--- src/rtl/mem_bridge.sv ---
// CPU data-bus to word-memory bridge: lane steering, alignment checks, one outstanding access.
// Optional ACCESS watchdog enabled by defining MEM_BRIDGE_TIMEOUT_EN.

`ifndef MEM_ACCESS
`define MEM_ACCESS logic [1:0]
`endif
`ifndef MEM_LEN
`define MEM_LEN logic [1:0]
`endif

module mem_bridge #(
    parameter int unsigned TIMEOUT = 255
) (
    input  logic        clk,
    input  logic        res_n,
    input  logic [31:0] db_addr,
    input  `MEM_ACCESS  db_accessType,
    input  `MEM_LEN     db_memLen,
    input  logic [31:0] db_dataOut,
    output logic [31:0] db_dataIn,
    output logic        db_ready,
    output logic        db_error,
    output logic        mem_req,
    output logic        mem_we,
    output logic [29:0] mem_addr,
    output logic [3:0]  mem_be,
    output logic [31:0] mem_wdata,
    input  logic [31:0] mem_rdata,
    input  logic        mem_ack
);

    localparam logic [1:0] ACC_NONE = 2'd0;
    localparam logic [1:0] ACC_W    = 2'd2;
    localparam logic [1:0] LEN_B    = 2'd0;
    localparam logic [1:0] LEN_H    = 2'd1;

    if (TIMEOUT < 1 || TIMEOUT > 255) begin : g_timeout_range
        $error("mem_bridge: TIMEOUT must be in 1..255");
    end

    typedef enum logic [1:0] {
        IDLE   = 2'd0,
        ACCESS = 2'd1,
        RESP   = 2'd2
    } state_t;

    state_t      state, state_nxt;
    logic [1:0]  lane, lane_nxt;
    logic [1:0]  len, len_nxt;
    logic        write, write_nxt;
    logic        req_nxt, we_nxt, ready_nxt, error_nxt;
    logic [29:0] addr_nxt;
    logic [3:0]  be_nxt;
    logic [31:0] wdata_nxt, rdata_nxt;

    logic        misaligned_c;
    logic [3:0]  be_c;
    logic [31:0] wdata_c;
    logic [4:0]  shamt_c;
    logic [15:0] rd_shift_c;
    logic [31:0] rd_c;

`ifdef MEM_BRIDGE_TIMEOUT_EN
    logic [7:0]  cnt, cnt_nxt, cnt_inc;
    assign cnt_inc = cnt + 8'd1;
`endif

    // Request decode from the live CPU inputs (only consumed in IDLE)
    always_comb begin
        misaligned_c = 1'b0;
        be_c         = 4'b1111;
        wdata_c      = db_dataOut;
        case (db_memLen)
            LEN_B: begin
                be_c    = 4'(4'b0001 << db_addr[1:0]);
                wdata_c = {4{db_dataOut[7:0]}};
            end
            LEN_H: begin
                misaligned_c = db_addr[0];
                be_c         = db_addr[1] ? 4'b1100 : 4'b0011;
                wdata_c      = {2{db_dataOut[15:0]}};
            end
            default: misaligned_c = (db_addr[1:0] != 2'b00);
        endcase
    end

    // Read lane extraction from the captured byte offset and size
    always_comb begin
        case (len)
            LEN_B:   shamt_c = {lane, 3'b000};
            LEN_H:   shamt_c = {lane[1], 4'b0000};
            default: shamt_c = 5'd0;
        endcase
        rd_shift_c = 16'(mem_rdata >> shamt_c);
        case (len)
            LEN_B:   rd_c = {24'd0, rd_shift_c[7:0]};
            LEN_H:   rd_c = {16'd0, rd_shift_c};
            default: rd_c = mem_rdata;
        endcase
    end

    // Next-state and next-output logic
    always_comb begin
        state_nxt = state;
        lane_nxt  = lane;
        len_nxt   = len;
        write_nxt = write;
        req_nxt   = mem_req;
        we_nxt    = mem_we;
        addr_nxt  = mem_addr;
        be_nxt    = mem_be;
        wdata_nxt = mem_wdata;
        rdata_nxt = db_dataIn;
        ready_nxt = 1'b0;
        error_nxt = 1'b0;
`ifdef MEM_BRIDGE_TIMEOUT_EN
        cnt_nxt   = cnt;
`endif
        case (state)
            IDLE: begin
                if (db_accessType != ACC_NONE) begin
                    lane_nxt  = db_addr[1:0];
                    len_nxt   = db_memLen;
                    write_nxt = (db_accessType == ACC_W);
                    if (misaligned_c) begin
                        state_nxt = RESP;
                        ready_nxt = 1'b1;
                        error_nxt = 1'b1;
                        rdata_nxt = 32'd0;
                    end else begin
                        state_nxt = ACCESS;
                        req_nxt   = 1'b1;
                        we_nxt    = (db_accessType == ACC_W);
                        addr_nxt  = db_addr[31:2];
                        be_nxt    = be_c;
                        wdata_nxt = wdata_c;
`ifdef MEM_BRIDGE_TIMEOUT_EN
                        cnt_nxt   = 8'd0;
`endif
                    end
                end
            end
            ACCESS: begin
                if (mem_ack) begin
                    state_nxt = RESP;
                    req_nxt   = 1'b0;
                    we_nxt    = 1'b0;
                    ready_nxt = 1'b1;
                    if (!write) begin
                        rdata_nxt = rd_c;
                    end
`ifdef MEM_BRIDGE_TIMEOUT_EN
                end else if (cnt_inc == 8'(TIMEOUT)) begin
                    // An ack in the same cycle takes the branch above instead
                    state_nxt = RESP;
                    req_nxt   = 1'b0;
                    we_nxt    = 1'b0;
                    ready_nxt = 1'b1;
                    error_nxt = 1'b1;
                end else begin
                    cnt_nxt = cnt_inc;
`endif
                end
            end
            RESP: state_nxt = IDLE;
            default: state_nxt = IDLE;
        endcase
    end

    // State and output registers
    always_ff @(posedge clk or negedge res_n) begin
        if (!res_n) begin
            state     <= IDLE;
            lane      <= 2'd0;
            len       <= 2'd0;
            write     <= 1'b0;
            mem_req   <= 1'b0;
            mem_we    <= 1'b0;
            mem_addr  <= 30'd0;
            mem_be    <= 4'd0;
            mem_wdata <= 32'd0;
            db_dataIn <= 32'd0;
            db_ready  <= 1'b0;
            db_error  <= 1'b0;
`ifdef MEM_BRIDGE_TIMEOUT_EN
            cnt       <= 8'd0;
`endif
        end else begin
            state     <= state_nxt;
            lane      <= lane_nxt;
            len       <= len_nxt;
            write     <= write_nxt;
            mem_req   <= req_nxt;
            mem_we    <= we_nxt;
            mem_addr  <= addr_nxt;
            mem_be    <= be_nxt;
            mem_wdata <= wdata_nxt;
            db_dataIn <= rdata_nxt;
            db_ready  <= ready_nxt;
            db_error  <= error_nxt;
`ifdef MEM_BRIDGE_TIMEOUT_EN
            cnt       <= cnt_nxt;
`endif
        end
    end

endmodule

--- config.mk ---
export PLATFORM = sky130hd
export DESIGN_NAME = mem_bridge
export DESIGN_NICKNAME = d
export VERILOG_FILES = /design/src/rtl/mem_bridge.sv
export SDC_FILE = /design/constraint.sdc
export NUM_CORES = 1
export LEC_CHECK = 0
export ABC_AREA = 1
export BUFFER_PORTS_ARGS = -buffer_cell sky130_fd_sc_hd__buf_2
export CORE_ASPECT_RATIO = 1.75
export CORE_MARGIN = 10
export CORE_UTILIZATION = 40
export CTS_BUF_LIST = sky130_fd_sc_hd__clkbuf_4
export DETAILED_ROUTE_END_ITERATION = 8
export GPL_TIMING_DRIVEN = 0
export PLACE_DENSITY = 0.8
export SLEW_MARGIN = 15
export SYNTH_ARGS = -nofsm -noshare
export SYNTH_HDL_FRONTEND = slang
export SYNTH_SLANG_ARGS = --single-unit
--- constraint.sdc ---
create_clock -name clk -period 2.1 [get_ports clk]
set_clock_uncertainty 0.05 [all_clocks]
set_input_delay 0.525 -clock clk [delete_from_list [all_inputs] [get_ports clk]]
set_output_delay 0.525 -clock clk [all_outputs]
set_load 0.01 [all_outputs]
==> Word level (Yosys, flattened, before mapping) <==
Index checks and enable logic that the tools add are counted.
{ "op_classes": {"eq_ne": 9, "shifts": 2, "muxes": 27, "bitwise": 1, "reduce_logical": 11} }
{ "ops": {"columns": ["op", "n"], "rows": [
  ["case mux 32 bit (2 select lines)", 3],
  ["two-way mux 32 bit", 4],
  ["right shift 32 x 5 -> 16 bit", 1],
  ["inequality test 2 bit (second input constant)", 5],
  ["case mux 5 bit (2 select lines)", 1],
  ["two-way mux 1 bit", 9],
  ["case mux 1 bit (2 select lines)", 4],
  ["case mux 4 bit (2 select lines)", 1],
  ["equality test 2 x 1 -> 1 bit (second input constant)", 3],
  ["logical NOT 2 bit", 3],
  ["two-way mux 2 bit", 3],
  ["nonzero test 2 bit", 3],
  ["AND reduction 5 bit", 1],
  ["two-way mux 4 bit", 1],
  ["case mux 2 bit (2 select lines)", 1],
  ["AND reduction 2 bit", 2],
  ["AND reduction 4 bit", 1],
  ["left shift 1 x 2 -> 4 bit (first input constant)", 1],
  ["AND reduction 3 bit", 1],
  ["equality test 2 bit (second input constant)", 1],
  ["NOT 1 bit", 1]
]} }
{ "word_totals": {"ff_bits": 109, "input_bits": 103, "output_inout_bits": 102} }

==> Logic depth before layout (Yosys ltp) <==
Gate-level depths: netlist of the first run.
{ "logic_depth": {"depth_word": 7, "ltp_mapped": 11, "depth_no_buf": 10} }

==> Least setup slack after synthesis of the first run <==
Ideal clock, no wire load.
{ "synth_timing": {"path_type": "input-to-reg", "startpoint": "in db_addr[0]", "endpoint": "reg mem_wdata[11]", "setup_time_ps": 122, "t_arrival_ps": 1351, "slack_ps": 577, "stages": 10, "n_path_buf": 2, "cell_sequence": "inv_2 -> nand2_1 -> o21ai_1 -> nand2_1 -> nor2_4 -> inv_2 -> buf_6 -> buf_4 -> nand2_1 -> o21ai_1"} }
{ "synth_between": {"elab_chain_len": 4} }
{ "synth_rtl": {"columns": ["item", "line_no", "source"], "rows": [
  ["from (decl)", "16", "input logic [31:0] db_addr,"],
  ["nonzero test 2 bit", "83", "default: misaligned_c = (db_addr[1:0] != 2'b00);"],
  ["case mux 1 bit (2 select lines) *", "73", "case (db_memLen)"],
  ["NOT 1 bit (no line) *", null, null],
  ["AND reduction 3 bit (no line) *", null, null],
  ["to (signal assigned)", "197", "mem_wdata <= wdata_nxt;"],
  ["to (decl)", "27", "output logic [31:0] mem_wdata,"]
]} }
Mark *: on every way between the ends. The rest lies on a longest branch, timed or not.
A chain may end at the register's enable or synchronous reset.

==> Worst setup path in the final report of the first run <==
{ "layout_timing": {"startpoint": "reg state[1]", "endpoint": "reg db_dataIn[30]"} }
{ "layout_between": {"elab_chain_len": 3, "elab_cells_between_ends": 9} }
{ "layout_rtl": {"columns": ["item", "line_no", "source"], "rows": [
  ["from (decl)", "47", "state_t state, state_nxt;"],
  ["from (signal assigned)", "189", "state <= state_nxt;"],
  ["equality test 2 x 1 -> 1 bit or logical NOT 2 bit (tied branches)", "119", "case (state)"],
  ["inequality test 2 bit (no line) or nonzero test 2 bit (tied branches)", null, null],
  ["AND reduction 5 bit (no line)", null, null],
  ["to (signal assigned)", "198", "db_dataIn <= rdata_nxt;"],
  ["to (decl)", "20", "output logic [31:0] db_dataIn,"]
]} }
Several ways; a longest one is shown, not always the timed one.

==> flow_metrics.env, run 1 <==
export IMPL_port_buffer_count=204
export IMPL_synth_top_cells_by_count="370 x nand2_1, 109 x dfrtp_1, 67 x nand3_1"
export IMPL_global_route_wire_length_before_repair_um=28100
export IMPL_worst_path_dominant_cell_family="simple AND/OR/NAND/NOR gates"
export IMPL_viasPerCell=4.78
export IMPL_worst_path_largest_cell_delay_ps=410
export IMPL_fin_area_um2=6570
export IMPL_primary_ff_master_synth="dfrtp_1"
export IMPL_vias_in_the_first_global_route=5353
export IMPL_cts_root_to_sink_buffers=2
export IMPL_swShare=0.453
export IMPL_synthMostInstantiatedCell="nand2_1"
export IMPL_fp_dieArea_um2=18000
export IMPL_comb_power_share=0.491
export IMPL_p_int_mw=4.75
export IMPL_gp_routability_congestion=0.991
export IMPL_netlist_top_cell_by_area="dfrtp_1"
export IMPL_syn_nets=795
export IMPL_synth_distinct_cells=21
export IMPL_place_inst=1065
export IMPL_starting_utilization_of_the_core_area=0.411
export IMPL_tritoncts="yes"
export IMPL_syn_inst=692
export IMPL_globalRouteOverflowTotal=0
export IMPL_root_buffer="clkbuf_4"
export IMPL_placeableCoreArea_um2=12600
export IMPL_slew_viol_final=0
export IMPL_place_detailed_hpwl_um=14200
export IMPL_share_clk_of_total_power=0.114
export IMPL_utilization=0.523
export IMPL_design_final_nets=1012
export IMPL_ys_seq_area_frac=0.528
export IMPL_cts_repair_timing_setup_buffer_count=0
export IMPL_post_route_drc_count=0
export IMPL_power_density_nw_per_um2=1320
export IMPL_critical_path_peak_fanout=10
export IMPL_synth_seq_cells=109
export IMPL_timing_critical_path_slowest_stage_cell="dfrtp_1"
export IMPL_hold_violations=0
export IMPL_startpoint_class="register"
export IMPL_numCtsBuffers=9
export IMPL_route_antenna_remaining_nets=0
export IMPL_postSynthAreaPerCell_um2=7.47
export IMPL_ctsHoldBuffers=1
export IMPL_boundaryPins=205
export IMPL_cell_repeated_most_along_the_worst_path="nand2_1"
export IMPL_track_usage=0.194
export IMPL_pin_count_of_the_biggest_net_entering_global_routing=59
export IMPL_max_freq_ghz=0.562
export IMPL_syn_area_um2=5170
export IMPL_die_h_um=170
export IMPL_dr_pass1_iterations=5
export IMPL_hp_class="in -> reg"
export IMPL_proportion_of_netlist_area_held_by_the_largest_area_contributor=0.528
export IMPL_rsz0062_at_grt="false"
export IMPL_clock_sink_count=109
export IMPL_maxCapViolations=0
export IMPL_crit_type="reg -> reg"
export IMPL_cp_cell_sequence="nor2_1 > nand2_1 > nand2_1 > nand3_2 > inv_2 > buf_4 > nand3_1 > nand2_1"
export IMPL_cts_reportedPaths_clkPinSlew_ps=180
export IMPL_site_row_count=54
export IMPL_setup_viol=0
export IMPL_drt_initial_violations=259
export IMPL_critical_path_required_ps=2440
export IMPL_worst_path_buf_inv=2
export IMPL_worst_hold_slack_across_all_endpoints_ps=199
export IMPL_via_count=5184
export IMPL_syn_to_final_growth_pct=27.2
export IMPL_detailed_place_area_um2=6430
export IMPL_r2r_slack_ps=320
export IMPL_worst_pin_slew_ps=695
export IMPL_insertion_delay_ps=440
export IMPL_instances_no_fill=1085
export IMPL_p_switching_mw=3.94
export IMPL_finalCritPeriodShare=0.847
export IMPL_p_total_mw=8.69
export IMPL_worst_path_arrival_ps=2120
export IMPL_p_leak_nw=3.93
export IMPL_grt_antenna_before_repair=2
export IMPL_ys_async_sr_fraction=1.00
export IMPL_filler_cell_count=1338
export IMPL_yosys_top_cells_area="dfrtp_1 53%, nand2_1 27%, nand3_1 6.5%"
export IMPL_slew_limit_headroom=0.535
export IMPL_final_min_clock_period_ps=1780
export IMPL_power_share_sequential=0.395
export IMPL_die_x_um=106
export IMPL_ys_warn_count=0
export IMPL_end_kind="register"
export IMPL_result_of_the_run="finished, final reports clean"
export IMPL_post_route_cells_drive_above_1_share=0.283
export IMPL_postRouteWirelength_um=17700
export IMPL_synth_edf_count=0
export IMPL_cts_repair_resize_count=0
export IMPL_drt_wirelength_per_cell_um=16.4
export IMPL_ir_drop_uv=584
export IMPL_htreeDepth=3
power groups by stage:
stage	clock network (mW)	registers (mW)	logic (mW)
after global placement	0	3.44	4.28
after floorplan	0	3.87	2.07
after detailed placement	0	3.47	4.35
final	0.989	3.43	4.27
after global routing	1.10	3.54	4.81
after CTS	1.03	3.44	4.35
cell families after synthesis:
kind of cell,share of synthesized area
AO/OA/AOI/OAI,0.0538
buffers and inverters,0.0562
flip-flops,0.528
AND/OR/NAND/NOR,0.362
flip-flops by register name, indices dropped and copies added (netlist names):
name,count
len,2
db_ready,1
mem_we,1
db_dataIn,32
write,1
mem_be,4
state,2
mem_req,1
mem_wdata,32
db_error,1
mem_addr,30
lane,2
metal layers:
metal,track usage,wire length [um],up-vias
met5,0,0,-
met2,0.357,9390,202
li1,-,-,2597
met3,0.0575,1380,40
met1,0.193,6260,2345
met4,0.0964,709,0
area by class of cell:
cell class                      count  area (um^2)  share of cell area
Sequential cell                   109         2730               0.415
Multi-Input combinational cell    522         2150               0.327
Timing Repair Buffer              206         1060               0.162
Tap cell                          168          210              0.0320
Buffer                             36          196              0.0299
Inverter                           25         93.8              0.0143
Clock buffer                       10         75.1              0.0114
Clock inverter                      6         46.3             0.00704
Antenna cell                        3         7.51             0.00114
worst paths after layout:
| path | to | from | cells after the start |
|---|---|---|---|
| setup / recovery | db_dataIn[30] | state[1] | 8 |
| hold / removal | mem_addr[10] | db_addr[12] | 3 |
| setup reg to reg | db_dataIn[30] | state[1] | 8 |
| hold reg to reg | db_dataIn[24] | db_dataIn[24] | 2 |
| max in group asynchronous | write | res_n | 3 |
| min in group asynchronous | mem_wdata[4] | res_n | 2 |
layout by cell type (no fill, tap or decap), drive strengths merged:
cell         instances
nand3               68
diode                3
nand2              373
inv                 26
o31ai                1
dlygate4sd3          1
clkbuf              14
buf                237
dfrtp              109
a21oi               20
clkinv               4
o21ai               34
nand3b               1
nor2                25
clkinvlp             1
worst min-delay path, delay by kind of cell:
kind          cells  cell delay (ps)
simple gates      2               90
buf+inv           1               70
through the flow:
| step | TNS, ps | worst slack (ps) |
|---|---|---|
| final | 0 | 321 |
| after global routing | 0 | 171 |
| after CTS | 0 | 324 |
| after detailed placement | 0 | 102 |
| after global placement | -89110 | -829 |
| after floorplan | 0 | 577 |
Power figures use the tool's default switching activity.
==> run 2, diff against run 1 <==
--- a/config.mk
+++ b/config.mk
@@ -13,7 +13,7 @@
 export CTS_BUF_LIST = sky130_fd_sc_hd__clkbuf_4
 export DETAILED_ROUTE_END_ITERATION = 8
 export GPL_TIMING_DRIVEN = 0
-export PLACE_DENSITY = 0.8
+export PLACE_DENSITY = 0.83
 export SLEW_MARGIN = 15
 export SYNTH_ARGS = -nofsm -noshare
 export SYNTH_HDL_FRONTEND = slang
==> constraint.sdc (replaced) <==
create_clock -name clk -period 1.5 [get_ports clk]
set_clock_uncertainty 0.05 [all_clocks]
set_input_delay 0.375 -clock clk [delete_from_list [all_inputs] [get_ports clk]]
set_output_delay 0.375 -clock clk [all_outputs]
set_load 0.01 [all_outputs]
==> flow_metrics.env, run 2 (synthesized netlist as in run 1, its figures left out) <==
export IMPL_result_of_the_run="finished, violations left"
export IMPL_violations="negative setup slack"
export IMPL_timing_critical_path_to="mem_addr[4]"
export IMPL_hold_violations=0
export IMPL_worst_pin_slew_ps=581
export IMPL_startpoint_class="register"
export IMPL_slew_viol_final=0
export IMPL_postRouteWirelength_um=20400
export IMPL_route_antenna_remaining_nets=0
export IMPL_crit_type="reg -> reg"
export IMPL_clock_sink_count=109
export IMPL_syn_to_final_growth_pct=53.4
export IMPL_p_leak_nw=4.54
export IMPL_drt_initial_violations=210
export IMPL_insertion_delay_ps=440
export IMPL_pin_count_of_the_biggest_net_entering_global_routing=62
export IMPL_slew_limit_headroom=0.613
export IMPL_grt_antenna_before_repair=2
export IMPL_power_density_nw_per_um2=1980
export IMPL_end_kind="register"
export IMPL_finalCritPeriodShare=1.02
export IMPL_final_min_clock_period_ps=1530
export IMPL_placeableCoreArea_um2=12600
export IMPL_dr_pass1_iterations=6
export IMPL_max_freq_ghz=0.656
export IMPL_post_route_worst_setup_slack_ps=-25.2
export IMPL_gp_routability_congestion=1.01
export IMPL_r2r_slack_ps=-30
export IMPL_via_count=5793
export IMPL_boundaryPins=205
export IMPL_worst_path_arrival_ps=1840
export IMPL_cts_reportedPaths_clkPinSlew_ps=190
export IMPL_viasPerCell=5.01
export IMPL_starting_utilization_of_the_core_area=0.411
export IMPL_multiInputGateArea_um2=2430
export IMPL_design_final_nets=1085
export IMPL_final_seq_area_um2=2730
export IMPL_cts_root_to_sink_buffers=2
export IMPL_ir_drop_uv=941
export IMPL_hp_class="in -> reg"
export IMPL_place_detailed_hpwl_um=14700
export IMPL_setup_viol=19
export IMPL_number_of_cells_on_the_worst_reg_to_reg_path=8
export IMPL_die_x_um=106
export IMPL_rsz0062_at_grt="true"
export IMPL_vias_in_the_first_global_route=5670
export IMPL_filler_cell_count=1122
export IMPL_layout_top_registers="db_dataIn x32, mem_wdata x32, mem_addr x30"
export IMPL_mostFrequentLayoutCell="nand2_1"
export IMPL_post_route_drc_count=0
export IMPL_critical_path_peak_fanout=10
export IMPL_min_path_cells=3
export IMPL_track_usage=0.204
export IMPL_fp_dieArea_um2=18000
export IMPL_drt_wirelength_per_cell_um=17.6
export IMPL_post_route_cells_drive_above_1_share=0.414
export IMPL_layout_common_cells="315 x nand2_1, 168 x buf_2, 108 x dfrtp_1"
export IMPL_maxCapViolations=0
export IMPL_utilization=0.631
export IMPL_reg2reg_to="mem_addr[4]"
export IMPL_site_row_count=54
export IMPL_port_buffer_count=204
export IMPL_htreeDepth=3
export IMPL_setup_worst_path_start="state[1]"
export IMPL_place_inst=1065
export IMPL_reg2reg_from="state[1]"
export IMPL_finalSetupTns_ps=-151
export IMPL_globalRouteOverflowTotal=0
export IMPL_numCtsBuffers=9
export IMPL_instances_no_fill=1157
export IMPL_root_buffer="clkbuf_4"
export IMPL_worst_hold_slack_across_all_endpoints_ps=49.5
export IMPL_tritoncts="yes"
export IMPL_die_h_um=170
export IMPL_critical_path_required_ps=1810
export IMPL_global_route_wire_length_before_repair_um=29300
export IMPL_pre_cts_slack_ps=-378
## run 2: changes by cell type in the layout (fill, tap and decap cells not counted), sizes merged
cell      before  now
clkbuf        14   19
clkinvlp       1    0
inv           26   27
buf          237  304
clkinv         4    5
diode          3    2
## run 2: worst max-delay path, cell delays in order (launching register included)
cell     delay (ps)
dfrtp_1         450
nor2_4          150
nand2_2          90
nor2_4          190
inv_4            70
buf_12          160
buf_8           140
nand2_1          80
nand2_1          50
## run 2: power by group
group | internal [mW] | total (mW) | switching (mW)
combinational | 4.41 | 9.23 | 4.82
sequential | 4.18 | 5.04 | 0.860
clock | 0.351 | 1.39 | 1.04
## run 2: worst min-delay path by stage
stage               endpoint           from
2_1_floorplan   db_dataIn[0]          res_n
3_3_place_gp   db_dataIn[24]  db_dataIn[24]
3_5_place_dp    mem_addr[24]          res_n
4_1_cts         mem_addr[23]    db_addr[25]
5_1_grt         mem_addr[23]    db_addr[25]
6_report        mem_addr[22]    db_addr[24]
## run 2: layout make-up
type                            instances  area share
Antenna cell                            2    0.000632
Buffer                                 36      0.0398
Clock buffer                            9     0.00853
Clock inverter                          7     0.00600
Inverter                               25      0.0137
Multi-Input combinational cell        522       0.307
Sequential cell                       109       0.344
Tap cell                              168      0.0265
Timing Repair Buffer                  279       0.253
## run 2: metrics by stage
stage	power, mW	cell area [um^2]
final	15.7	7930
after global routing	16.7	7930
after CTS	13.2	6870
after detailed placement	11.0	6430
after global placement	10.8	6400
after floorplan	8.32	5170
## run 2: what timing repair did
action / CTS / global route
setup endpoints to repair: 100 / 187
resized for setup: 70 / 137
endpoints found under the hold margin: 48 / 0
hold buffers: 1 / 0
pin swaps: 12 / 19
gates cloned: 4 / 5
buffers inserted: 11 / 53
## run 2: routing by layer
layer,track usage,vias to the layer above,share of wire
met5,0,-,0
li1,-,2748,-
met1,0.199,2709,0.34
met3,0.0484,66,0.065
met4,0.143,0,0.056
met2,0.368,270,0.54
==> run 3, diff against run 2 <==
--- a/config.mk
+++ b/config.mk
@@ -5,10 +5,8 @@
 export SDC_FILE = /design/constraint.sdc
 export NUM_CORES = 1
 export LEC_CHECK = 0
-export ABC_AREA = 1
 export BUFFER_PORTS_ARGS = -buffer_cell sky130_fd_sc_hd__buf_2
 export CORE_ASPECT_RATIO = 1.75
-export CORE_MARGIN = 10
 export CORE_UTILIZATION = 40
 export CTS_BUF_LIST = sky130_fd_sc_hd__clkbuf_4
 export DETAILED_ROUTE_END_ITERATION = 8
==> flow_metrics.env, run 3 <==
export IMPL_result_of_the_run="finished, violations left"
export IMPL_violations="negative setup slack"
export IMPL_pin_count_of_the_biggest_net_entering_global_routing=88
export IMPL_slew_limit_headroom=0.497
export IMPL_layout_common_cells="193 x buf_2, 106 x dfrtp_1, 41 x mux2_2"
export IMPL_final_min_clock_period_ps=1720
export IMPL_gp_routability_congestion=0.894
export IMPL_htreeDepth=3
export IMPL_design_final_nets=795
export IMPL_primary_ff_master_synth="dfrtp_1"
export IMPL_synth_distinct_cells=39
export IMPL_mux_share_of_post_synthesis_cell_area=0.160
export IMPL_setup_viol=101
export IMPL_synth_adder_area_share=0
export IMPL_postSynthAreaPerCell_um2=11.4
export IMPL_mostFrequentLayoutCell="buf_2"
export IMPL_post_route_worst_setup_slack_ps=-224
export IMPL_maxCapViolations=0
export IMPL_netlist_top_cell_by_area="dfrtp_1"
export IMPL_syn_area_um2=4970
export IMPL_p_total_mw=13.5
export IMPL_fp_dieArea_um2=12900
export IMPL_syn_nets=537
export IMPL_post_synth_xor_area_fraction=0.00176
export IMPL_layout_top_registers="db_dataIn x32, mem_wdata x32, mem_addr x30"
export IMPL_max_freq_ghz=0.580
export IMPL_place_detailed_hpwl_um=11700
export IMPL_tritoncts="yes"
export IMPL_yosys_top_cells_area="dfrtp_1 55%, mux2_2 9.8%, mux2i_1 6.2%"
export IMPL_grt_antenna_before_repair=0
export IMPL_root_buffer="clkbuf_4"
export IMPL_post_route_drc_count=0
export IMPL_dr_pass1_iterations=4
export IMPL_slew_viol_final=0
export IMPL_power_density_nw_per_um2=1900
export IMPL_worst_hold_slack_across_all_endpoints_ps=60.0
export IMPL_ys_warn_count=0
export IMPL_placeableCoreArea_um2=12100
export IMPL_synth_compound_area_share=0.160
export IMPL_synth_top_family_by_area="compound AO/OA/AOI/OAI gates"
export IMPL_worst_pin_slew_ps=754
export IMPL_global_route_wire_length_before_repair_um=24400
export IMPL_post_synth_and_or_nand_nor_area_fraction=0.0942
export IMPL_die_h_um=149
export IMPL_site_row_count=53
export IMPL_die_x_um=86.2
export IMPL_ys_async_sr_fraction=1.00
export IMPL_ir_drop_uv=809
export IMPL_syn_inst=434
export IMPL_synth_seq_cells=109
export IMPL_synth_edf_count=0
export IMPL_route_antenna_remaining_nets=0
export IMPL_via_count=4652
export IMPL_insertion_delay_ps=460
export IMPL_antenna_cells_inserted=0
export IMPL_globalRouteOverflowTotal=0
export IMPL_startpoint_class="register"
export IMPL_critical_path_peak_fanout=5
export IMPL_postRouteWirelength_um=16500
export IMPL_proportion_of_netlist_area_held_by_the_largest_area_contributor=0.549
export IMPL_p_leak_nw=3.55
export IMPL_numCtsBuffers=9
export IMPL_viasPerCell=5.40
export IMPL_cts_reportedPaths_clkPinSlew_ps=170
export IMPL_worst_path_arrival_ps=2050
export IMPL_end_kind="register"
export IMPL_drt_initial_violations=234
export IMPL_track_usage=0.249
export IMPL_filler_cell_count=1038
export IMPL_drt_wirelength_per_cell_um=19.2
export IMPL_ys_seq_area_frac=0.549
export IMPL_rsz0062_at_grt="true"
export IMPL_finalCritPeriodShare=1.15
export IMPL_synthMostInstantiatedCell="dfrtp_1"
export IMPL_port_buffer_count=201
export IMPL_hp_class="in -> reg"
export IMPL_starting_utilization_of_the_core_area=0.411
export IMPL_boundaryPins=205
export IMPL_critical_path_required_ps=1820
export IMPL_syn_to_final_growth_pct=43.2
export IMPL_synth_top_cells_by_count="109 x dfrtp_1, 43 x mux2_2, 40 x o21ai_0"
export IMPL_clock_sink_count=109
export IMPL_hold_violations=0
export IMPL_post_route_cells_drive_above_1_share=0.522
export IMPL_crit_type="reg -> reg"
export IMPL_cts_root_to_sink_buffers=2
export IMPL_vias_in_the_first_global_route=4682
run 3: per-layer routing:
| layer | part of all wire | vias up | global-route usage |
|---|---|---|---|
| met5 | 0 | - | 0 |
| met4 | 0.039 | 0 | 0.130 |
| met3 | 0.057 | 37 | 0.0498 |
| met2 | 0.54 | 207 | 0.454 |
| met1 | 0.36 | 2301 | 0.265 |
| li1 | - | 2107 | - |
run 3: final cells by class:
cell class,count,area [um^2],share of cell area
clock inverter,7,51.3,0.00721
tap,165,206,0.0290
buffer,28,245,0.0345
inverter,9,33.8,0.00475
multi-input combinational,288,2280,0.320
clock buffer,9,67.6,0.00950
timing repair buffer,247,1500,0.211
sequential,109,2730,0.384
run 3: worst paths after layout:
| check | startpoint | to | slack, ps | depth (start not counted) |
|---|---|---|---|---|
| worst max-delay path | state[1] | db_dataIn[6] | -220 | 5 |
| worst min-delay path | mem_ack | state[0] | 60 | 2 |
| min in group asynchronous | res_n | db_dataIn[10] | 260 | 2 |
| max in group asynchronous | res_n | mem_addr[24] | 430 | 3 |
| worst max register to register | state[1] | db_dataIn[6] | -220 | 5 |
| worst min register to register | mem_wdata[24] | mem_wdata[24] | 450 | 2 |
run 3: worst max-delay path: stages (launching register included):
cell and delay (ps):
dfrtp_1 440, or2_4 290, o41a_1 330, buf_6 160, buf_6 140, a22o_1 230
run 3: metrics by stage:
| stage | area (um^2) | utilization | setup WS [ps] | setup TNS (ps) | cells |
|---|---|---|---|---|---|
| final | 7110 | 0.589 | -224 | -13560 | 862 |
| after global routing | 7110 | 0.589 | -250 | -18750 | 862 |
| after CTS | 6640 | 0.550 | -253 | -11880 | 830 |
| after detailed placement | 6270 | 0.520 | -726 | -33820 | 801 |
| after global placement | 6240 | 0.517 | -1170 | -158060 | 800 |
| after floorplan | 5030 | - | -142 | -5850 | 434 |
run 3: cell families after synthesis:
family          count (synthesis)
compound gates                121
mux                            74
flops                         109
simple gates                   90
xor+xnor                        1
buf+inv                        39
run 3: where the power goes:
group / switching [mW] / internal [mW] / leakage (nW)
Combinational: 3.51 / 3.58 / 2.13
Clock: 1.02 / 0.348 / 0.0591
Sequential: 0.834 / 4.23 / 1.36
Total: 5.36 / 8.17 / 3.55
run 3: repair_timing:
action	4_1_cts	5_1_grt
cloned	7	4
setup buffers	7	28
setup endpoints to repair	109	166
hold buffers	1	0
resized for setup	45	88
endpoints found under the hold margin	22	0
pin swaps	7	8
